--- config.mk ---
export PLATFORM = sky130hd
export DESIGN_NAME = muldiv_sequencer
export DESIGN_NICKNAME = d
export VERILOG_FILES = /design/src/rtl/muldiv_sequencer.sv
export SDC_FILE = /design/constraint.sdc
export NUM_CORES = 1
export LEC_CHECK = 0
export ABC_AREA = 1
export ABC_CLOCK_PERIOD_IN_PS = 2700
export BUFFER_PORTS_ARGS = -buffer_cell sky130_fd_sc_hd__clkbuf_2
export CORE_ASPECT_RATIO = 2
export CORE_UTILIZATION = 30
export CTS_BUF_LIST = sky130_fd_sc_hd__clkbuf_2 sky130_fd_sc_hd__clkbuf_4 sky130_fd_sc_hd__clkbuf_8
export DETAILED_ROUTE_END_ITERATION = 8
export GPL_ROUTABILITY_DRIVEN = 0
export GPL_TIMING_DRIVEN = 0
export PLACE_DENSITY_LB_ADDON = 0.15
export SLEW_MARGIN = 20
export SYNTH_ARGS = -nofsm -noshare
export SYNTH_HDL_FRONTEND = slang
export SYNTH_SLANG_ARGS = --single-unit
--- constraint.sdc ---
create_clock -name clk -period 2.7 [get_ports clk]
set_input_delay 0.27 -clock clk [delete_from_list [all_inputs] [get_ports clk]]
set_output_delay 0.27 -clock clk [all_outputs]
set_load 0.01 [all_outputs]
--- src/rtl/muldiv_sequencer.sv ---
// muldiv_sequencer
//   Iterative multiply/divide unit producing HI/LO for MULT, MULTU, DIV, DIVU.
//   One operand bit is processed per cycle (shift/add multiply, restoring divide),
//   followed by a sign-fixup cycle. Results land in hi/lo with a one-cycle done
//   pulse that serves as the special-register write strobe.
//
// Ports
//   clk, reset        : system clock, synchronous active-high reset
//   start             : request a new operation (taken only in IDLE or DONE)
//   divide            : 0 = multiply, 1 = divide
//   unsignedOp        : 1 = unsigned operation
//   srcA, srcB        : rs / rt operands
//   readHiLo          : current instruction is MFHI/MFLO
//   busy              : operation in flight (MUL, DIV, FIXUP)
//   stall             : freeze PC/instruction while busy and a dependent access arrives
//   done              : one-cycle pulse, hi/lo valid with new result
//   hi, lo            : result registers
//
// state  | meaning
// IDLE   | waiting for start
// MUL    | shift/add iterations, multiplier LSB first
// DIV    | restoring-divide iterations
// FIXUP  | sign correction, hi/lo written at the end of this cycle
// DONE   | done pulse; a new start may be accepted here

module muldiv_sequencer #(
  parameter int WIDTH = 32
) (
  input  logic             clk,
  input  logic             reset,
  input  logic             start,
  input  logic             divide,
  input  logic             unsignedOp,
  input  logic [WIDTH-1:0] srcA,
  input  logic [WIDTH-1:0] srcB,
  input  logic             readHiLo,
  output logic             busy,
  output logic             stall,
  output logic             done,
  output logic [WIDTH-1:0] hi,
  output logic [WIDTH-1:0] lo
);

  localparam int CW = $clog2(WIDTH);

  typedef enum logic [2:0] {IDLE, MUL, DIV, FIXUP, DONE} state_t;

  state_t             state;
  logic [2*WIDTH-1:0] acc;     // {upper/remainder, multiplier/dividend->quotient}
  logic [WIDTH-1:0]   opb;     // multiplicand or divisor magnitude
  logic [CW-1:0]      count;
  logic               is_div;
  logic               neg_lo;  // product or quotient negative
  logic               neg_hi;  // remainder negative

  logic             a_neg, b_neg, div_zero;
  logic [WIDTH-1:0] mag_a, mag_b;

  assign a_neg    = ~unsignedOp & srcA[WIDTH-1];
  assign b_neg    = ~unsignedOp & srcB[WIDTH-1];
  assign mag_a    = a_neg ? (~srcA + 1'b1) : srcA;
  assign mag_b    = b_neg ? (~srcB + 1'b1) : srcB;
  assign div_zero = (srcB == '0);

  // Multiply step: conditional add into the upper half, then shift right with carry.
  logic [WIDTH:0]     mul_sum;
  logic [2*WIDTH-1:0] mul_next;

  assign mul_sum  = {1'b0, acc[2*WIDTH-1:WIDTH]} + (acc[0] ? {1'b0, opb} : '0);
  assign mul_next = {mul_sum, acc[WIDTH-1:1]};

  // Divide step: remainder after the left shift is WIDTH+1 bits; the trial
  // subtraction's top bit is its sign because rem_sh < 2*divisor.
  logic [WIDTH:0]     rem_sh;
  logic [WIDTH:0]     trial;
  logic               trial_ok;
  logic [2*WIDTH-1:0] div_next;

  assign rem_sh   = {acc[2*WIDTH-1:WIDTH-1]};
  assign trial    = rem_sh - {1'b0, opb};
  assign trial_ok = ~trial[WIDTH];
  assign div_next = {(trial_ok ? trial[WIDTH-1:0] : rem_sh[WIDTH-1:0]),
                     acc[WIDTH-2:0], trial_ok};

  logic [2*WIDTH-1:0] prod_fix;
  logic [WIDTH-1:0]   quo_fix, rem_fix;

  assign prod_fix = neg_lo ? (~acc + 1'b1) : acc;
  assign quo_fix  = neg_lo ? (~acc[WIDTH-1:0] + 1'b1) : acc[WIDTH-1:0];
  assign rem_fix  = neg_hi ? (~acc[2*WIDTH-1:WIDTH] + 1'b1) : acc[2*WIDTH-1:WIDTH];

  assign stall = busy & (readHiLo | start);

  always_ff @(posedge clk) begin
    if (reset) begin
      state  <= IDLE;
      acc    <= '0;
      opb    <= '0;
      count  <= '0;
      is_div <= 1'b0;
      neg_lo <= 1'b0;
      neg_hi <= 1'b0;
      busy   <= 1'b0;
      done   <= 1'b0;
      hi     <= '0;
      lo     <= '0;
    end else begin
      done <= 1'b0;
      case (state)
        IDLE, DONE: begin
          if (start) begin
            count  <= '0;
            busy   <= 1'b1;
            is_div <= divide;
            if (divide) begin
              // Divide by zero keeps the raw dividend so it falls out as the
              // remainder, with all-ones quotient and no sign correction.
              acc    <= {{WIDTH{1'b0}}, (div_zero ? srcA : mag_a)};
              opb    <= mag_b;
              neg_lo <= ~div_zero & (a_neg ^ b_neg);
              neg_hi <= ~div_zero & a_neg;
              state  <= DIV;
            end else begin
              acc    <= {{WIDTH{1'b0}}, mag_b};
              opb    <= mag_a;
              neg_lo <= a_neg ^ b_neg;
              neg_hi <= 1'b0;
              state  <= MUL;
            end
          end else begin
            state <= IDLE;
          end
        end
        MUL: begin
          acc   <= mul_next;
          count <= count + 1'b1;
          if (count == CW'(WIDTH-1)) state <= FIXUP;
        end
        DIV: begin
          acc   <= div_next;
          count <= count + 1'b1;
          if (count == CW'(WIDTH-1)) state <= FIXUP;
        end
        FIXUP: begin
          if (is_div) begin
            hi <= rem_fix;
            lo <= quo_fix;
          end else begin
            hi <= prod_fix[2*WIDTH-1:WIDTH];
            lo <= prod_fix[WIDTH-1:0];
          end
          busy  <= 1'b0;
          done  <= 1'b1;
          state <= DONE;
        end
        default: begin
          busy  <= 1'b0;
          state <= IDLE;
        end
      endcase
    end
  end

endmodule

[Yosys cells after proc, flatten, opt, wreduce, memory -nomap -nowiden]
Index checks and enable logic that the tools add are counted.
Operators by class
  add/subtract/negate cells: 8
  equality and inequality tests: 7
  multiplexer cells: 25
  bitwise logic cells: 16
  reduce and logical (&&, ||, !) cells: 10
Operators with widths (count)
  32-bit 2-to-1 mux: 11
  64-bit case mux with 3 select lines: 1
  32-bit by 1-bit adder with 32-bit output, second input constant: 4
  64-bit 2-to-1 mux: 2
  32-bit inverter: 4
  64-bit by 1-bit adder with 64-bit output, second input constant: 1
  64-bit inverter: 1
  32-bit by 32-bit adder with 33-bit output: 1
  33-bit by 32-bit subtractor with 33-bit output: 1
  32-bit zero test: 1
  5-bit case mux with 2 select lines: 1
  3-bit case mux with 3 select lines: 1
  2-bit AND reduction: 4
  3-bit by 2-bit equality test with 1-bit output, second input constant: 2
  3-bit 2-to-1 mux: 2
  5-bit by 1-bit adder with 5-bit output, second input constant: 1
  1-bit bitwise AND: 5
  5-bit equality test, second input constant: 1
  5-bit 2-to-1 mux: 1
  1-bit 2-to-1 mux: 4
  1-bit inverter: 4
  2-bit OR reduction: 2
  3-bit by 1-bit equality test with 1-bit output, second input constant: 1
  3-bit equality test, second input constant: 1
  other kinds (9): 9
Word-level totals
  bits in registers: 173
  bits of input ports: 70

[Depth between registers and ports, before layout]
Gate-level depths: netlist of run 1.
  depth in word-level cells: 7
  gate-level depth with buffers: 21
  gate-level depth less buffers: 19

[Worst setup path after synthesis of run 1]
No wires, ideal clock.
  kind: reg-to-reg
  start point: reg acc[0]
  end point: reg acc[59]
  setup time: 0.109 ns
  data arrival time: 2.485 ns
  required time: 2.591 ns
  setup slack: 0.106 ns
  cell stages (with the launch flop): 22
  path buffers: 2
  cell sequence: dfxtp_1 buf_2 clkbuf_1 nand2_1 inv_1 ha_1 inv_1 fa_1 inv_1 nand3_1 nand2_1 inv_1 o21ai_0 nand2_1 nand2_1 nand2_1 nand2_1 nand2_1 nand3_1 nand3_1 nand2_1 inv_1
Between the ends
  word-level cells in the longest chain between the ends: 3
Ends and longest elaborated chain
  start: declaration: line 49  | logic [2*WIDTH-1:0] acc;
  start signal: assignment: line 118  | acc <= {{WIDTH{1'b0}}, (div_zero ? srcA : mag_a)};
  start signal: assignment: line 124  | acc <= {{WIDTH{1'b0}}, mag_b};
  start signal: assignment: line 135  | acc <= mul_next;
  32-bit 2-to-1 mux: line 69  | assign mul_sum = {1'b0, acc[2*WIDTH-1:WIDTH]} + (acc[0] ? {1'b0, opb} : '0);
  32-bit by 32-bit adder with 33-bit output: line 69
  64-bit case mux with 3 select lines: line 109  | case (state)
No other way between the ends.
A chain may end at the register's enable or synchronous reset.

[Final worst setup path of run 1]
Same ends and word-level chain as after synthesis.

==> impl_metrics.py, run 1 <==
metrics = {
    "grt": {
        "antenna_found_initial": 2,
        "grt_use_total": 0.304,
        "grt_overflow": 0,
        "grt_max_degree": 19,
        "grt_pass1_wl_um": 132000,
        "first_global_vias": 20900,
    },
    "hold_path": {
        "hp-start": "srcA[0]",
        "worstHoldPathCells": 3,
        "min_path_type": "input pin to register",
        "whs_endpoint": "opb[0]",
    },
    "cts": {
        "cts_buffers": 17,
        "clk_pin_slew_worst_paths_ns": 0.13,
        "cts.hold.buffers_added": 0,
        "ctsHtreeMaxLevel": 4,
        "clock-sinks": 173,
        "clock-root-buffer": "clkbuf_8",
        "cts_tree": "done",
        "cts_buffer_depth": 2,
        "clk_latency_ns": 0.57,
    },
    "critical_path": {
        "endpoint_kind": "register",
        "r2r-start": "acc[0]",
        "ff2ff_path_depth": 21,
        "r2r_end": "acc[59]",
        "crit_arrival_ns": 3.10,
        "r2r_slack_ns": 0.06,
        "required_ns": 3.16,
        "crit_path_start_kind": "register",
        "worstSetupPathType": "register to register",
        "path_max_fanout": 6,
    },
    "outcome": {
        "status": "finished clean",
    },
    "logic_synthesis": {
        "synth_area_um2": 17600,
        "synthFlopType": "dfxtp_1",
        "ys_types": 58,
        "netlist_instances": 3126,
        "synth_edf_count": 0,
        "ys_ff_latch": 173,
        "synth_warnings": 0,
        "avgSynthCellArea_um2": 5.63,
        "synth_nets": 3268,
        "synth_seq_area_share": 0.197,
        "async_flop_share": 0,
    },
    "timing": {
        "finalCriticalPeriod_ns": 2.64,
        "finalCritPeriodShare": 0.978,
        "tightest_slew_ns": 1.07,
        "setup_slack_ns": 0.0590,
        "finalSetupViolCount": 0,
        "tns_ns": 0,
        "fmax_ghz": 0.379,
        "slew_headroom": 0.281,
        "finalHoldViolations": 0,
        "slew_viol_final": 0,
        "rsz0062_at_grt": "yes",
        "skew_ns": 0.0275,
    },
    "run": {
        "drv_cap": 0,
    },
    "power": {
        "clockPowerShare": 0.078,
        "irDropWorstVdd_v": 0.000839,
        "p_comb_frac": 0.755,
        "total_power_w": 0.0252,
        "net-switching-power_w": 0.0153,
        "intPower_w": 0.00992,
        "seqPwrFrac": 0.167,
        "p_leak_nw": 10.2,
        "switching_share": 0.607,
        "powerDensity_nw_per_um2": 1230,
    },
    "floorplanning": {
        "core-area_um2": 58000,
        "die_w_um": 173,
        "die_area_um2": 59700,
        "die_y_um": 345,
        "initial_core_util": 0.303,
        "num_rows": 125,
        "num_io_pins": 137,
    },
    "place": {
        "hpwl_um": 77600,
        "dp_slack_ns": -1.17,
        "io_buffers": 135,
    },
    "routing": {
        "firstDrtPassIters": 8,
        "met2_length_um": 47400,
        "dr.first_iter.drc_count": 1437,
        "wl_per_cell_um": 22.6,
        "drt_wl_total_um": 92300,
        "routed-wl-met3_um": 3280,
        "ant_nets": 0,
        "top_layer_used": "met5",
        "viasPerCell": 5.26,
        "wl_met1_um": 31300,
        "via_count": 21500,
        "route.detailed.drc": 0,
    },
    "finish": {
        "regArea_um2": 3510,
        "nets": 3450,
        "fillers": 6746,
        "drive_gt1_frac": 0.143,
        "area_growth_pct": 16.9,
        "multi_input_area_um2": 12600,
    },
}
==> area by class of cell <==
cell class / count / share of cell area
Timing Repair Buffer: 163 / 0.0445
Antenna cell: 1 / 0.000122
Clock inverter: 15 / 0.00742
Sequential cell: 173 / 0.170
Multi-Input combinational cell: 2394 / 0.611
Clock buffer: 17 / 0.0114
Buffer: 109 / 0.0267
Tap cell: 762 / 0.0463
Inverter: 450 / 0.0824
==> power groups by stage <==
stage          Sequential [W]  Clock (W)  Combinational, W
6_report              0.00422    0.00197            0.0190
5_1_grt               0.00427    0.00207            0.0207
4_1_cts               0.00413    0.00200            0.0177
3_5_place_dp          0.00420          0            0.0174
3_3_place_gp          0.00420          0            0.0173
2_1_floorplan         0.00376          0            0.0118
==> through the flow <==
step,hold WS [ns],cells,util,area (µm²)
5_1_grt,0.0379,4084,0.355,20600
3_3_place_gp,0.457,4023,0.332,19200
2_1_floorplan,0.429,3126,-,17600
4_1_cts,0.0154,4060,0.342,19900
3_5_place_dp,0.463,4023,0.332,19200
6_report,0.0483,4084,0.355,20600
==> synth_stat cells, types with 20 or more instances <==
master    count  area (µm²)
xor2_1       73         639
clkbuf_1     65         244
dfxtp_1     173        3460
nand4_1      42         263
nand2_1     950        3570
nor2_1      339        1270
nand3_1     236        1180
inv_1       433        1630
o211ai_1     26         195
o21ai_0     208        1040
a221oi_1     29         254
nor3_1       33         165
xnor2_1      20         175
a21oi_1     188         941
buf_2        30         150
ha_1         70         876
==> metal layers <==
layer | track usage | vias up
li1 | - | 10400
met1 | 0.285 | 9954
met2 | 0.568 | 766
met3 | 0.0301 | 334
met4 | 0.304 | 2
met5 | 0 | -
==> state kept, by name, indices dropped and copies added, names as in the netlist <==
name and count:
busy 1, opb 32, neg_lo 1, lo 32, is_div 1, state 3, count 5, hi 32
acc 64, done 1, neg_hi 1
==> what timing repair did <==
action / CTS / global route
buffers inserted: 5 / 22
gates resized for setup: 62 / 170
pin swaps: 3 / 20
gates cloned: 0 / 1
endpoints found under the setup margin: 45 / 61
==> critical path, stage by stage, from the launching register on <==
cell,delay [ns]
dfxtp_2,0.35
buf_8,0.15
clkbuf_16,0.14
nand2_1,0.04
inv_1,0.06
ha_2,0.18
inv_2,0.04
fa_2,0.34
inv_2,0.09
nand3_2,0.08
nand2_4,0.10
inv_2,0.06
o21ai_4,0.21
nand2_1,0.10
nand2_2,0.14
nand2_2,0.10
nand2_1,0.07
nand2_1,0.06
nand3_2,0.07
nand3_2,0.07
nand2_1,0.06
inv_1,0.04
==> worst max path at each step <==
stage / from / endpoint / slack, ns / cells after the start
floorplan: acc[0] / acc[59] / 0.11 / 21
global placement: acc[0] / acc[59] / -1.14 / 21
detailed placement: acc[0] / acc[59] / -1.17 / 21
CTS: acc[32] / hi[22] / -0.007 / 17
global route: acc[0] / acc[47] / -0.07 / 21
finish: acc[0] / acc[59] / 0.06 / 21
==> kinds of logic (layout without fill, tap and decap cells) <==
family,count (synthesis),in the layout,synth area share
XOR/XNOR,93,93,0.0463
buffers and inverters,559,754,0.124
AND/OR/NAND/NOR,1679,1679,0.403
other,0,1,0
adder cells (fa/ha/maj),72,72,0.0520
flip-flops,173,173,0.197
AO/OA/AOI/OAI,550,550,0.178
==> cell usage in the layout, fill, tap and decap left out, types with 19 or more instances in the layout <==
master	instances
dfxtp_1	148
xor2_1	73
clkbuf_1	59
a21oi_1	167
nand4_1	42
a21oi_2	23
a31oi_1	19
inv_2	20
a221oi_1	29
inv_1	424
ha_1	54
dfxtp_2	19
buf_4	29
nand2_1	912
nand3_1	222
o211ai_1	26
nor2_1	317
o21ai_0	192
o21ai_1	23
nor2_2	30
nor3_1	29
buf_2	27
nand2_2	50
clkbuf_2	140
xnor2_1	20
No activity file was read; power rests on OpenSTA's default activity.
==> run 2, diff against run 1 <==
--- a/config.mk
+++ b/config.mk
@@ -6,7 +6,7 @@
 export NUM_CORES = 1
 export LEC_CHECK = 0
 export ABC_AREA = 1
-export ABC_CLOCK_PERIOD_IN_PS = 2700
+export ABC_CLOCK_PERIOD_IN_PS = 3050
 export BUFFER_PORTS_ARGS = -buffer_cell sky130_fd_sc_hd__clkbuf_2
 export CORE_ASPECT_RATIO = 2
 export CORE_UTILIZATION = 30
@@ -15,6 +15,7 @@
 export GPL_ROUTABILITY_DRIVEN = 0
 export GPL_TIMING_DRIVEN = 0
 export PLACE_DENSITY_LB_ADDON = 0.15
+export REMOVE_ABC_BUFFERS = 1
 export SLEW_MARGIN = 20
 export SYNTH_ARGS = -nofsm -noshare
 export SYNTH_HDL_FRONTEND = slang
==> constraint.sdc (replaced) <==
create_clock -name clk -period 3.05 [get_ports clk]
set_input_delay 0.305 -clock clk [delete_from_list [all_inputs] [get_ports clk]]
set_output_delay 0.305 -clock clk [all_outputs]
set_load 0.01 [all_outputs]
==> run 2 against run 1 <==
  * Global-route usage fell by 2.3 points
  * Die area stayed put
  * Register-to-register slack got worse by 0.05 ns
  * Total power is 11% lower
  * First-iteration DRC count fell by 18%
  * Critical endpoint is now acc[42]
  * Critical path type unchanged
  * Clock-buffer cell count is the same
  * Hold slack got worse by 0.016 ns
  * Routed wire length decreased by 8.6%
==> impl_metrics.py, run 2 (same netlist as run 1, synthesis figures left out) <==
metrics = {
    "hold_path": {
        "min_path_type": "input pin to register",
        "whs_endpoint": "opb[0]",
        "worstHoldPathCells": 3,
        "hp-start": "srcB[0]",
    },
    "critical_path": {
        "endpoint_kind": "register",
        "r2r-start": "acc[31]",
        "r2r_slack_ns": 0.007,
        "r2r_end": "acc[42]",
        "required_ns": 3.49,
        "ff2ff_path_depth": 14,
        "worstSetupPathType": "register to register",
        "crit_arrival_ns": 3.48,
        "crit_path_start_kind": "register",
        "path_max_fanout": 5,
    },
    "grt": {
        "grt_use_total": 0.281,
        "grt_pass1_wl_um": 124000,
        "grt_max_degree": 85,
        "antenna_found_initial": 1,
        "first_global_vias": 20200,
        "grt_overflow": 0,
    },
    "finish": {
        "layout_common_cells": "nand2_1, inv_1, nor2_1",
        "fillers": 6780,
        "largest_register": "acc",
        "largest_reg_flops": 64,
        "drive_gt1_frac": 0.0979,
        "area_growth_pct": 12.4,
        "mostFrequentLayoutCell": "nand2_1",
        "final_cells": 3980,
        "nets": 3347,
        "regArea_um2": 3490,
        "multi_input_area_um2": 12100,
    },
    "cts": {
        "clock-sinks": 173,
        "clock-root-buffer": "clkbuf_8",
        "clk_latency_ns": 0.55,
        "cts_buffers": 17,
        "clk_pin_slew_worst_paths_ns": 0.12,
        "cts_tree": "done",
        "cts.hold.buffers_added": 0,
        "ctsHtreeMaxLevel": 4,
        "cts_buffer_depth": 2,
    },
    "timing": {
        "slew_viol_final": 0,
        "setup_slack_ns": 0.00719,
        "tns_ns": 0,
        "finalCritPeriodShare": 0.998,
        "timing.hold.ws_ns": 0.0320,
        "finalHoldViolations": 0,
        "fmax_ghz": 0.329,
        "tightest_slew_ns": 1.09,
        "finalCriticalPeriod_ns": 3.04,
        "slew_headroom": 0.271,
        "rsz0062_at_grt": "yes",
        "finalSetupViolCount": 0,
        "skew_ns": 0.0270,
    },
    "floorplanning": {
        "die_y_um": 345,
        "num_io_pins": 137,
        "core-area_um2": 58000,
        "num_rows": 125,
        "die_area_um2": 59700,
        "initial_core_util": 0.303,
        "die_w_um": 173,
    },
    "power": {
        "total_power_w": 0.0224,
        "p_leak_nw": 9.94,
        "irDropWorstVdd_v": 0.000684,
        "powerDensity_nw_per_um2": 1130,
    },
    "place": {
        "hpwl_um": 68500,
        "io_buffers": 136,
        "dp_slack_ns": -0.833,
        "dp.cells": 3933,
    },
    "routing": {
        "viasPerCell": 5.20,
        "drt_wl_total_um": 84300,
        "route.detailed.drc": 0,
        "firstDrtPassIters": 6,
        "ant_nets": 0,
        "wl_per_cell_um": 21.2,
        "dr.first_iter.drc_count": 1178,
        "via_count": 20700,
    },
    "outcome": {
        "status": "finished clean",
    },
    "run": {
        "drv_cap": 0,
    },
}
## run 2: cell count changes in the layout (fill, tap and decap cells not counted), sizes merged
cell and delta:
inv +5, clkbuf -65, nand2 +3, clkinvlp -3, bufinv +1, buf -41, clkinv -4
## run 2: layer usage
layer,part of all wire,global-route usage
met4,0.093,0.246
met3,0.029,0.0251
met2,0.53,0.538
met1,0.35,0.268
met5,0,0
## run 2: how the worst max path moves through the flow
stage               startpoint       to  slack [ns]  cells past startpoint
finish                 acc[31]  acc[42]       0.007                     14
global route           acc[31]  acc[54]       -0.02                     19
CTS                    acc[54]  acc[63]       0.007                     15
detailed placement     acc[31]  acc[50]       -0.83                     17
global placement      state[0]   lo[28]       -5.69                      7
floorplan             state[0]    hi[0]       -2.23                      7
## run 2: report_power, final
| part | switching, W | leakage (nW) | internal (W) |
|---|---|---|---|
| sequential | 0.00114 | 1.42 | 0.00281 |
| combinational | 0.0119 | 8.33 | 0.00484 |
| clock | 0.00108 | 0.196 | 0.000674 |
## run 2: repair_timing
action,in CTS,in global routing
resized for setup,25,21
pin swaps,3,3
buffers inserted,4,8
endpoints found under the setup margin,65,67
gates cloned,3,0
## run 2: final cells by class
class / instances / share of cell area
multi-input cells: 2397 / 0.613
flip-flops and latches: 173 / 0.176
clock buffers: 17 / 0.0118
clock inverters: 14 / 0.00733
inverters: 450 / 0.0863
diodes: 1 / 0.000126
repair buffers: 166 / 0.0569
well taps: 762 / 0.0482
## run 2: metrics by stage
stage	area [µm²]	utilization
2_1_floorplan	17100	-
3_3_place_gp	18800	0.323
3_5_place_dp	19100	0.329
4_1_cts	19600	0.339
5_1_grt	19800	0.341
6_report	19800	0.341
## run 2: critical path, stage by stage, from the launching register on
cell,delay [ns]
dfxtp_4,0.39
inv_1,0.18
ha_2,0.29
fa_2,0.27
inv_1,0.07
nand3_1,0.08
nand2_2,0.10
nand2_1,0.07
nand2_1,0.15
nand3_1,0.12
nand2_1,0.12
xnor2_1,0.77
nand2_1,0.14
nand3_1,0.12
a21oi_1,0.06
==> run 3, diff against run 2 <==
--- a/config.mk
+++ b/config.mk
@@ -5,7 +5,7 @@
 export SDC_FILE = /design/constraint.sdc
 export NUM_CORES = 1
 export LEC_CHECK = 0
-export ABC_AREA = 1
+export ABC_AREA = 0
 export ABC_CLOCK_PERIOD_IN_PS = 3050
 export BUFFER_PORTS_ARGS = -buffer_cell sky130_fd_sc_hd__clkbuf_2
 export CORE_ASPECT_RATIO = 2
==> run 3 against run 2 <==
  * The flow now finishes with violations (negative setup slack)
  * Synthesized cell count shrank 37%
  * Worst setup slack lost 0.32 ns
  * Non-clock buffer count grew 74
  * Clock skew shrank 0.0076 ns
  * First-iteration DRC count shrank 24%
  * Critical endpoint is now acc[38]
  * Highest routed layer unchanged
==> impl_metrics.py, run 3 <==
metrics = {
    "logic_synthesis": {
        "yosys-mux-area-fraction": 0.0224,
        "synth_seq_area_share": 0.239,
        "netlist_instances": 1980,
        "ys_ff_latch": 173,
        "synthSimpleGateAreaFrac": 0.234,
        "async_flop_share": 0,
        "synth_commonest_cells": "nor2_1, nand2_1, a21oi_1, dfxtp_1, clkbuf_1",
        "synth_area_um2": 14500,
        "avgSynthCellArea_um2": 7.30,
        "synthAdderAreaFrac": 0.0633,
        "synth_warnings": 0,
        "ys_types": 83,
        "synth_compound_area_frac": 0.274,
        "synth_most_common_cell": "nor2_1",
        "synth_top_family_by_area": "compound AO/OA/AOI/OAI gates",
        "synth-xor-area-share": 0.113,
        "synth_top_area_frac": 0.239,
        "synthFlopType": "dfxtp_1",
        "synth_area_leaders": "dfxtp_1, nor2_1, a21oi_1, ha_1, xor2_1",
        "yosys.area.top_type": "dfxtp_1",
        "synth_edf_count": 0,
    },
    "power": {
        "powerDensity_nw_per_um2": 507,
        "switching_share": 0.431,
        "seqPwrFrac": 0.308,
        "intPower_w": 0.00524,
        "p_comb_frac": 0.502,
        "irDropWorstVdd_v": 0.000307,
        "net-switching-power_w": 0.00397,
        "clockPowerShare": 0.190,
        "p_leak_nw": 6.86,
    },
    "cts": {
        "cts_buffers": 17,
        "clk_latency_ns": 0.53,
        "cts.hold.buffers_added": 0,
        "cts_tree": "done",
        "cts_buffer_depth": 2,
        "clock-sinks": 173,
        "clock-root-buffer": "clkbuf_8",
        "clk_pin_slew_worst_paths_ns": 0.11,
        "ctsHtreeMaxLevel": 4,
    },
    "timing": {
        "slew_viol_final": 0,
        "finalSetupViolCount": 25,
        "setup_slack_ns": -0.312,
        "skew_ns": 0.0193,
        "rsz0062_at_grt": "yes",
        "slew_headroom": 0.441,
        "finalCriticalPeriod_ns": 3.36,
        "tns_ns": -2.91,
        "tightest_slew_ns": 0.835,
        "finalCritPeriodShare": 1.10,
        "fmax_ghz": 0.297,
        "finalHoldViolations": 0,
    },
    "critical_path": {
        "crit_arrival_ns": 3.77,
        "worstSetupPathType": "register to register",
        "cpLargestDelayFamily": "buffers and inverters",
        "required_ns": 3.45,
        "cpPeakStageDelay_ns": 0.39,
        "endpoint_kind": "register",
        "worst_path_max_delay_cell": "dfxtp_4",
        "crit_path_start_kind": "register",
        "path_max_fanout": 5,
        "critPathBufInv": 7,
        "path_cells": "inv_6, ha_4, fa_2, nand2b_4, a21oi_4, o211ai_1, buf_4, nand4_1, buf_6, a31oi_4, xnor2_2, buf_6, buf_12, buf_8, buf_4, mux2_4, a222oi_1, nor2_1",
    },
    "grt": {
        "antenna_found_initial": 1,
        "grt_max_degree": 96,
        "grt_pass1_wl_um": 90700,
        "grt_use_total": 0.247,
        "first_global_vias": 15200,
        "grt_overflow": 0,
    },
    "finish": {
        "largest_reg_flops": 64,
        "regArea_um2": 3540,
        "stdcell_area_um2": 18200,
        "mostFrequentLayoutCell": "nor2_1",
        "area_growth_pct": 25.6,
        "final_cells": 2742,
        "multi_input_area_um2": 11400,
        "layout_common_cells": "nor2_1, nand2_1, a21oi_1",
        "fillers": 5071,
        "drive_gt1_frac": 0.246,
        "nets": 2237,
        "largest_register": "acc",
    },
    "place": {
        "dp.cells": 2619,
        "placed_area_um2": 15800,
        "hpwl_um": 46500,
        "io_buffers": 136,
    },
    "floorplanning": {
        "initial_core_util": 0.304,
        "die_area_um2": 49100,
        "core-area_um2": 47500,
        "die_w_um": 157,
        "die_y_um": 313,
        "num_io_pins": 137,
        "num_rows": 113,
    },
    "hold_path": {
        "min_path_type": "input pin to register",
    },
    "routing": {
        "wl_per_cell_um": 22.1,
        "firstDrtPassIters": 6,
        "viasPerCell": 5.62,
        "route.detailed.drc": 0,
        "ant_nets": 0,
        "via_count": 15400,
        "drt_wl_total_um": 60700,
        "dr.first_iter.drc_count": 895,
    },
    "outcome": {
        "status": "finished, violations left",
        "violations": "negative setup slack",
    },
    "run": {
        "drv_cap": 0,
    },
}
[run 3: area by class of cell]
class	count	area share
inverters	57	0.0123
repair buffers	240	0.0987
repair inverters	1	0.000413
multi-input cells	1605	0.628
well taps	632	0.0435
clock buffers	19	0.0137
clock inverters	13	0.00806
diodes	2	0.000276
flip-flops and latches	173	0.195
[run 3: worst register-to-register path, delay by kind of cell, from the launching register on]
kind | cells | cell delay (ns)
adders and majority gates | 2 | 0.50
and+or+nand+nor | 3 | 0.34
xor gates and xnor gates | 1 | 0.23
AOI/OAI and AO/OA | 4 | 0.62
buffers and inverters | 7 | 0.87
muxes | 1 | 0.29
DFF | 1 | 0.39
[run 3: final timing paths]
kind            from  endpoint  slack, ns  cells past startpoint
min          srcA[6]    acc[6]       0.13                      4
max reg2reg  acc[31]   acc[38]      -0.31                     18
max          acc[31]   acc[38]      -0.31                     18
min reg2reg   hi[29]    hi[29]       0.46                      2
[run 3: timing repair]
action | 4_1_cts | 5_1_grt
setup buffers | 52 | 38
resized for setup | 185 | 123
setup endpoints to repair | 58 | 70
endpoints found under the hold margin | 0 | 0
gates cloned | 2 | 1
pin swaps | 49 | 78
[run 3: cell families (layout without fill, tap and decap cells)]
| family | Yosys count | in the layout |
|---|---|---|
| adders and majority gates | 72 | 72 |
| xor gates and xnor gates | 187 | 187 |
| AOI/OAI and AO/OA | 595 | 595 |
| muxes | 30 | 30 |
| other | 0 | 2 |
| DFF | 173 | 173 |
| buffers and inverters | 202 | 330 |
| and+or+nand+nor | 721 | 721 |
[run 3: stage by stage]
step	utilization	setup WS, ns	power (W)	hold WS, ns
after floorplan	-	-1.73	0.00512	0.374
after global placement	0.324	-3.96	0.00632	0.445
after detailed placement	0.332	-2.00	0.00641	0.445
after CTS	0.366	-0.243	0.00891	0.107
after global routing	0.382	-0.425	0.00968	0.166
final	0.382	-0.312	0.00920	0.133
[run 3: routing by layer]
layer	track usage	routed length [µm]	up-vias
li1	-	-	7442
met1	0.233	20900	7314
met2	0.462	32300	479
met3	0.0265	1900	166
met4	0.212	5600	0
met5	0	0	-
[run 3: power groups by stage]
stage | Sequential (W) | Clock, W | Combinational, W
after floorplan | 0.00265 | 0 | 0.00247
after global routing | 0.00284 | 0.00186 | 0.00498
after global placement | 0.00286 | 0 | 0.00347
final | 0.00283 | 0.00175 | 0.00462
after CTS | 0.00282 | 0.00180 | 0.00429
after detailed placement | 0.00286 | 0 | 0.00355
